`src/rtl/fprti_issue_ctrl.sv`:
```
// Issue controller for the plane/ray intersection accelerator: collects operands,
// launches one computation per start and returns the result. Optional macro: FPRTI_TIMEOUT_EN.
module fprti_issue_ctrl #(
    parameter int                        NUM_FPRTI_REGS = 16,
    parameter logic [NUM_FPRTI_REGS-1:0] REQ_MASK       = 16'h7FFF,
    parameter int                        TIMEOUT_CYCLES = 1024
) (
    input  logic                                clk,
    input  logic                                rst_n,
    input  logic                                wr_valid_i,
    output logic                                wr_ready_o,
    input  logic [$clog2(NUM_FPRTI_REGS)-1:0]   wr_addr_i,
    input  logic [31:0]                         wr_data_i,
    input  logic                                start_valid_i,
    output logic                                start_ready_o,
    output logic                                result_valid_o,
    input  logic                                result_ready_i,
    output logic [31:0]                         result_data_o,
    output logic                                result_err_o,
    output logic                                busy_o,
    output logic [NUM_FPRTI_REGS-1:0][31:0]     fprti_regs_o,
    output logic                                input_valid_o,
    input  logic [31:0]                         return_i,
    input  logic                                output_valid_i
);

    typedef enum logic [1:0] {
        IDLE,
        ISSUE,
        WAIT,
        RESP
    } state_t;

    state_t                    state;
    logic [NUM_FPRTI_REGS-1:0] written;
    logic [NUM_FPRTI_REGS-1:0] wr_onehot;
    logic                      wr_fire;
    logic                      start_fire;
    logic                      addr_ok;
    logic                      operands_ok;

    assign wr_ready_o    = (state == IDLE);
    assign start_ready_o = (state == IDLE);
    assign wr_fire       = wr_valid_i && (state == IDLE);
    assign start_fire    = start_valid_i && (state == IDLE);
    assign addr_ok       = (32'(wr_addr_i) < 32'(NUM_FPRTI_REGS));

    // A write landing in the same cycle as a start counts toward the legality check.
    always_comb begin
        wr_onehot = '0;
        if (wr_fire && addr_ok) begin
            wr_onehot[wr_addr_i] = 1'b1;
        end
    end

    assign operands_ok = (((written | wr_onehot) & REQ_MASK) == REQ_MASK);

`ifdef FPRTI_TIMEOUT_EN
    localparam int CW = $clog2(TIMEOUT_CYCLES + 1);
    logic [CW-1:0] wait_cnt;
`else
    logic unused_timeout;
    assign unused_timeout = ^32'(TIMEOUT_CYCLES);
`endif

    always_ff @(posedge clk) begin
        if (!rst_n) begin
            state          <= IDLE;
            written        <= '0;
            fprti_regs_o   <= '0;
            result_valid_o <= 1'b0;
            result_data_o  <= 32'h0;
            result_err_o   <= 1'b0;
            input_valid_o  <= 1'b0;
            busy_o         <= 1'b0;
`ifdef FPRTI_TIMEOUT_EN
            wait_cnt       <= '0;
`endif
        end else begin
            input_valid_o <= 1'b0;
            if (wr_fire && addr_ok) begin
                fprti_regs_o[wr_addr_i] <= wr_data_i;
            end
            written <= written | wr_onehot;

            case (state)
                IDLE: begin
                    if (start_fire) begin
                        busy_o <= 1'b1;
                        if (operands_ok) begin
                            state         <= ISSUE;
                            input_valid_o <= 1'b1;
                        end else begin
                            state          <= RESP;
                            result_valid_o <= 1'b1;
                            result_err_o   <= 1'b1;
                            result_data_o  <= 32'h0;
                        end
                    end
                end
                ISSUE: begin
                    state <= WAIT;
`ifdef FPRTI_TIMEOUT_EN
                    wait_cnt <= '0;
`endif
                end
                WAIT: begin
                    // A result on the terminal count still wins over the timeout.
                    if (output_valid_i) begin
                        state          <= RESP;
                        result_valid_o <= 1'b1;
                        result_err_o   <= 1'b0;
                        result_data_o  <= return_i;
                    end
`ifdef FPRTI_TIMEOUT_EN
                    else if (wait_cnt == CW'(TIMEOUT_CYCLES - 1)) begin
                        state          <= RESP;
                        result_valid_o <= 1'b1;
                        result_err_o   <= 1'b1;
                        result_data_o  <= 32'h0;
                    end else begin
                        wait_cnt <= wait_cnt + 1'b1;
                    end
`endif
                end
                RESP: begin
                    if (result_ready_i) begin
                        state          <= IDLE;
                        result_valid_o <= 1'b0;
                        busy_o         <= 1'b0;
                    end
                end
                default: begin
                    state <= IDLE;
                end
            endcase
        end
    end

endmodule
```
`config.mk`:
```
export PLATFORM = sky130hd
export DESIGN_NAME = fprti_issue_ctrl
export DESIGN_NICKNAME = d
export VERILOG_FILES = /design/src/rtl/fprti_issue_ctrl.sv
export SDC_FILE = /design/constraint.sdc
export NUM_CORES = 1
export LEC_CHECK = 0
export ABC_AREA = 1
export CORE_AREA = 3 3 244 246
export DETAILED_ROUTE_END_ITERATION = 10
export DIE_AREA = 0 0 247 249
export PLACE_DENSITY = 0.73
export SKIP_LAST_GASP = 1
export SLEW_MARGIN = 20
export SYNTH_ARGS = -nofsm -noshare
export SYNTH_HDL_FRONTEND = slang
export SYNTH_SLANG_ARGS = --single-unit
```
`constraint.sdc`:
```
create_clock -name clk -period 2.33 [get_ports clk]
set_input_delay 0.233 -clock clk [delete_from_list [all_inputs] [get_ports clk]]
set_output_delay 0.233 -clock clk [all_outputs]
set_load 0.01 [all_outputs]
```
==> results.md, run 1 <==
- Status: completed
- MaxCap Viol Count: 0
- Period utilization: 95.6%
- Final Hold Fails: 0
- CTS sink cnt: 565
- CTS tree: done
- Finished Layout Cells: 4006
- WHS Path Cells: 3
- Critical Path RT: 2.10 ns
- Final WS setup: 0.103 ns
- Synthesized instance count: 2646
- Final setup viols: 0
- Drt drc: 0
- Fillers: 5455
- Design area: 29500 um^2
- Max Freq: 449 MHz
- Final core occ: 51.2%
- Initial antenna violation count: 10
- Sequential area share after synthesis: 55.7%
- Worst setup path category: reg2out
- Largest stage delay, worst path: 0.55 ns
- WL/cell: 18.8 um
- FF-to-FF path depth: 16
- Critical Path Fanout Max: 5
- Setup TNS Final: 0 ns
- Critical Path Start Type: register
- Peak supply drop: 0.553 mV
- Initial DRT Pass Iterations: 5
- Main area contributors after synthesis: dfxtp_1 56%, nor2_1 10%, o21ai_0 9.5%, a21oi_1 7.3%, nand2_1 4.5%
- Post-DP Area: 27500 um^2
- Port buffer count: 623
- Busiest grt layer: met2
- Starting DRC count in detailed routing: 1314
- Cell taking the most area after synthesis: dfxtp_1
- Max Transition Viols Final: 0
- Delay-heaviest family, CP: buffers and inverters
- Worst EP arrival: 1.99 ns
- Yosys warnings: 0
- # H-tree levels: 2
- Die X: 247 um
- Rows: 88
- Total CTS buffers: 58
- Hold Startpoint: start_valid_i
- Grt ovf: 0
- Layout Nets: 3270
- Worst Hold Endpoint: input_valid_o
- Critical path endpoint category: output port
- Ports: 624
- Clock Latency Late Sink: 0.61 ns
- Tot GR Track Use: 23.2%
- Reg area: 11300 um^2
- Critical path cell sequence: inv_1 -> ha_2 -> buf_4 -> clkdlybuf4s50_1
- Met2 Usage GRT: 36.4%
- GR Util met3: 7.69%
- Global-route wire length before repair: 112 mm
- Relative slew slack: 49.5%
- Highest-count cells in the layout ignoring fill and taps: 622 x clkdlybuf4s50_1, 566 x nor2_1, 565 x dfxtp_1
- Post-CTS setup buffer count: 0
- DR vias: 19600
- Die ar.: 61500 um^2
- Dpl hpwl: 49.8 mm
- Initial Util: 35.3%
- Core area: 57600 um^2
- Synth top area share: 55.7%
- Worst R2R Start: state[0]
- Setup slack at placement: -0.0223 ns
- GP Congestion: 0.845
- GR Util met1: 29.7%
- Mean Syn Cell Area: 7.68 um^2
- Worst Path Buf+Inv: 3
- Total Wirelength: 75.2 mm
- R2R setup slack: 0.16 ns
- Hold crit path type: in2reg
- Die H: 249 um
- Syn-to-layout area delta: 45.1%
- DP Cell Count: 3894
- Crit path max-delay cell type: clkdlybuf4s50_1
- Largest net degree at the start of global routing: 132
- Syn_nets: 2725
- Worst-Margin Slew: 0.757 ns
- Post-layout min period: 2.23 ns
- RSZ-0062 raised after global routing: false
- Detail Route Antenna Nets: 0
- CTS root buf: clkbuf_16
- Post-Syn Area: 20300 um^2
- Post-synthesis cell type count: 22
- Most common cell after layout, fill and taps aside: clkdlybuf4s50_1
- Via density: 4.88
- Register bit total from synthesis: 565
- Clock Path Buffers: 3
- Multi-input combinational cell area: 7510 um^2
- Vias in the first global route: 18000
- Clock skew: 0.0188 ns
- Worst R2R End: result_data_o[24]
- Clock transition at path regs: 0.06 ns
- Power Density: 826 nW/um^2
- P_leak: 10.5 nW
- Fraction of layout instances using a drive strength above 1: 6.54%
metrics by stage:
| step | total power, mW | hold WS [ns] |
|---|---|---|
| 6_report | 24.3 | 0.219 |
| 5_1_grt | 25.3 | 0.213 |
| 4_1_cts | 24.5 | 0.168 |
| 3_5_place_dp | 15.2 | 0.434 |
| 3_3_place_gp | 15.1 | 0.429 |
| 2_1_floorplan | 13.0 | 0.352 |
where the power goes:
group,internal (mW),leakage [nW],switching (mW)
sequential,10.2,4.57,0.307
combinational,1.96,4.98,2.52
clock,5.32,0.959,4.00
cell usage after synthesis:
master    number
a211oi_2       1
nand2_1      242
nor3_1         1
nor2_2         1
buf_4          1
nand2_2        3
nor2_1       568
a31oi_1        2
dfxtp_1      565
ha_1           5
buf_2          3
clkbuf_1     206
nand3_1      160
inv_2          5
nor2_4         2
nand3_2        3
buf_1         15
a21oi_1      298
inv_1        175
buf_6          2
a221oi_1       1
o21ai_0      387
how the worst max path moves through the flow:
stage | start | endpoint | slack, ns | depth (start not counted)
6_report | state[0] | wr_ready_o | 0.10 | 4
5_1_grt | state[0] | result_data_o[18] | 0.009 | 16
4_1_cts | state[0] | result_data_o[27] | 0.03 | 14
3_5_place_dp | wr_valid_i | result_data_o[11] | -0.02 | 13
3_3_place_gp | wr_valid_i | result_data_o[15] | -0.01 | 13
2_1_floorplan | state[0] | result_data_o[0] | 0.15 | 15
flip-flops by register name, indices dropped and copies added (netlist names):
signal / count
busy_o: 1
fprti_regs_o: 512
input_valid_o: 1
result_data_o: 32
result_err_o: 1
result_valid_o: 1
state: 2
written: 15
cell families after synthesis:
logic type / count (synthesis) / synth area share [%]
AOI/OAI and AO/OA: 689 / 17.0
and+or+nand+nor: 980 / 19.3
buffers and inverters: 407 / 7.63
DFF: 565 / 55.7
adders and majority gates: 5 / 0.308
what timing repair did:
action	in CTS	in global routing
pin swaps	0	2
resized for setup	1	5
endpoints found under the setup margin	1	64
cloned	0	1
endpoints found under the hold margin	34	0
hold buffers	1	0
area by class of cell:
type	instances	share of cell area [%]
Multi-Input combinational cell	1674	25.5
Inverter	180	2.31
Tap cell	765	3.25
Sequential cell	565	38.4
Antenna cell	1	0.00849
Clock inverter	28	0.892
Clock buffer	81	5.63
Timing Repair Buffer	712	24.0
worst reg2reg max path: cells and delay by family, from the launching register on:
family,cells,cell delay [ns]
adder cells (fa/ha/maj),1,0.21
buffers and inverters,3,0.43
flip-flops,1,0.34
AND/OR/NAND/NOR,12,1.09
metal layers:
metal	wire [um]	part of all wire, %	vias to the layer above
li1	-	-	9586
met1	31200	41	9020
met2	33500	45	796
met3	8000	11	155
met4	2540	3.4	2
met5	11	0.015	-
Note: power is estimated with default switching activity, not from simulation.
==> run 2: changes to the inputs <==
--- a/config.mk
+++ b/config.mk
@@ -6,10 +6,10 @@
 export NUM_CORES = 1
 export LEC_CHECK = 0
 export ABC_AREA = 1
-export CORE_AREA = 3 3 244 246
+export CORE_AREA = 5 5 239 241
 export DETAILED_ROUTE_END_ITERATION = 10
-export DIE_AREA = 0 0 247 249
-export PLACE_DENSITY = 0.73
+export DIE_AREA = 0 0 244 246
+export PLACE_DENSITY = 0.79
 export SKIP_LAST_GASP = 1
 export SLEW_MARGIN = 20
 export SYNTH_ARGS = -nofsm -noshare
==> constraint.sdc (replaced) <==
create_clock -name clk -period 1.9 [get_ports clk]
set_input_delay 0.19 -clock clk [delete_from_list [all_inputs] [get_ports clk]]
set_output_delay 0.19 -clock clk [all_outputs]
set_load 0.01 [all_outputs]
==> results.md, run 2 (synthesis results as in run 1) <==
- Critical Path RT: 2.39 ns
- Status: finished, violations left
- Tot GR Track Use: 23.9%
- Starting DRC count in detailed routing: 1332
- Clock Latency Late Sink: 0.60 ns
- Largest net degree at the start of global routing: 139
- Layout Nets: 3288
- Critical path cell sequence: inv_2 -> ha_4 -> nand2_8 -> nor2_4 -> nand2_2 -> nand2_2 -> nand2_2 -> nor2_2 -> nand2_2 -> nor2_4 -> nand2_8 -> clkbuf_16 -> a21oi_1 -> nor2_1
- Initial antenna violation count: 7
- Critical Path Start Type: register
- Design area: 29800 um^2
- Die X: 244 um
- GP Congestion: 0.844
- Worst-Margin Slew: 0.739 ns
- Critical path endpoint category: register
- Max Freq: 477 MHz
- Failing checks: setup timing
- Core area: 54700 um^2
- Worst setup path category: reg2reg
- CTS sink cnt: 565
- Final WS setup: -0.196 ns
- Clock skew: 0.0144 ns
- Top Registers: fprti_regs_o x512, result_data_o x32, written x15
- MaxCap Viol Count: 0
- Dpl hpwl: 50.7 mm
- Drt drc: 0
- DR vias: 20000
- Max reg flops: 512
- RSZ-0062 raised after global routing: true
- Clock Path Buffers: 3
- Critical Path Fanout Max: 14
- Finished Layout Cells: 3954
- Detail Route Antenna Nets: 0
- Port buffer count: 623
- Relative slew slack: 50.7%
- Clock transition at path regs: 0.06 ns
- Crit path max-delay cell type: dfxtp_2
- Syn-to-layout area delta: 46.7%
- Most flop-heavy register: fprti_regs_o
- Initial DRT Pass Iterations: 5
- Fillers: 4851
- Power Density: 1020 nW/um^2
- Max Transition Viols Final: 0
- Die ar.: 60000 um^2
- Total CTS buffers: 57
- Global-route wire length before repair: 114 mm
- Initial Util: 37.2%
- Period utilization: 110%
- Final setup viols: 37
- Via density: 5.05
- DP Cell Count: 3846
- CTS tree: done
- Most frequent cell on the critical path: nand2_2
- Multi-input combinational cell area: 7630 um^2
- Post-layout min period: 2.10 ns
- Total Wirelength: 77.2 mm
- Most common cell after layout, fill and taps aside: clkdlybuf4s50_1
- Highest-count cells in the layout ignoring fill and taps: 620 x clkdlybuf4s50_1, 564 x nor2_1, 563 x dfxtp_1
- CTS root buf: clkbuf_16
- Worst EP arrival: 2.58 ns
- Reg area: 11300 um^2
- # H-tree levels: 2
- Rows: 86
- Fraction of layout instances using a drive strength above 1: 7.66%
- Peak supply drop: 0.820 mV
- Final Hold Fails: 0
- Hold crit path type: in2reg
- Hold WS: 0.207 ns
- Overall power: 30.5 mW
- Post-DP Area: 27600 um^2
- Vias in the first global route: 18400
- P_leak: 10.7 nW
- Ports: 624
- Grt ovf: 0
- WL/cell: 19.5 um
- Die H: 246 um
- Largest stage delay, worst path: 0.32 ns
[run 2: cell types whose count changed in the layout (fill, tap and decap cells not counted), moves of 3 or more]
cell and change:
buf_4 +3, clkbuf_1 -3, buf_6 +7, nand3_1 -3, nand2_2 +7, clkbuf_16 +5, nand2_1 -8, a21oi_1 -8
buf_12 +3, a21oi_2 +8, clkinv_2 -9
[run 2: cell type report]
| cell class | instances | share of cell area [%] |
|---|---|---|
| sequential | 565 | 38.0 |
| multi-input combinational | 1674 | 25.6 |
| timing repair buffer | 731 | 24.8 |
| clock buffer | 80 | 5.66 |
| tap | 704 | 2.96 |
| inverter | 180 | 2.32 |
| clock inverter | 19 | 0.747 |
| antenna | 1 | 0.00840 |
[run 2: critical path: cells and delay by family (launching register included)]
family,cells,cell delay [ns]
AND/OR/NAND/NOR,10,1.07
buffers and inverters,2,0.27
AO/OA/AOI/OAI,1,0.15
adder cells (fa/ha/maj),1,0.17
flip-flops,1,0.32
[run 2: where the power goes]
| group | internal (mW) | total, mW | switching (mW) |
|---|---|---|---|
| sequential | 12.6 | 13.0 | 0.392 |
| combinational | 2.73 | 6.08 | 3.35 |
| clock | 6.70 | 11.4 | 4.73 |
[run 2: timing repair]
action	4_1_cts	5_1_grt
pin swaps	4	6
gates resized for setup	10	28
cloned	1	5
hold endpoints to repair	36	0
hold buffers	1	0
setup buffers	1	2
endpoints found under the setup margin	38	338
[run 2: per-stage QoR]
| stage | utilization (%) | setup WS, ns | TNS [ns] |
|---|---|---|---|
| 6_report | 54.5 | -0.196 | -4.66 |
| 5_1_grt | 54.5 | -0.255 | -18.66 |
| 4_1_cts | 54.1 | -0.160 | -5.71 |
| 3_5_place_dp | 50.5 | -0.493 | -82.40 |
| 3_3_place_gp | 50.5 | -0.433 | -68.33 |
| 2_1_floorplan | - | -0.00271 | -0.0506 |
[run 2: layer usage]
layer / global-route usage [%] / part of all wire [%] / vias up
met1: 31.0 / 41 / 9294
met4: 9.14 / 4.0 / 0
met5: 0 / 0 / -
met3: 7.65 / 9.9 / 148
li1: - / - / 9614
met2: 37.5 / 45 / 902
[run 2: final timing paths]
| check | from | end | slack, ns | depth (start not counted) |
|---|---|---|---|---|
| setup reg to reg | state[1] | result_data_o[3] | -0.20 | 14 |
| hold / removal | start_valid_i | input_valid_o | 0.21 | 3 |
| hold reg to reg | fprti_regs_o[149] | fprti_regs_o[149] | 0.44 | 2 |
| setup / recovery | state[1] | result_data_o[3] | -0.20 | 14 |
==> run 3: changes to the inputs <==
--- a/config.mk
+++ b/config.mk
@@ -6,6 +6,7 @@
 export NUM_CORES = 1
 export LEC_CHECK = 0
 export ABC_AREA = 1
+export CAP_MARGIN = 20
 export CORE_AREA = 5 5 239 241
 export DETAILED_ROUTE_END_ITERATION = 10
 export DIE_AREA = 0 0 244 246
==> results of run 3 <==
Final layout, timing and power as in run 2 (identical DEF).
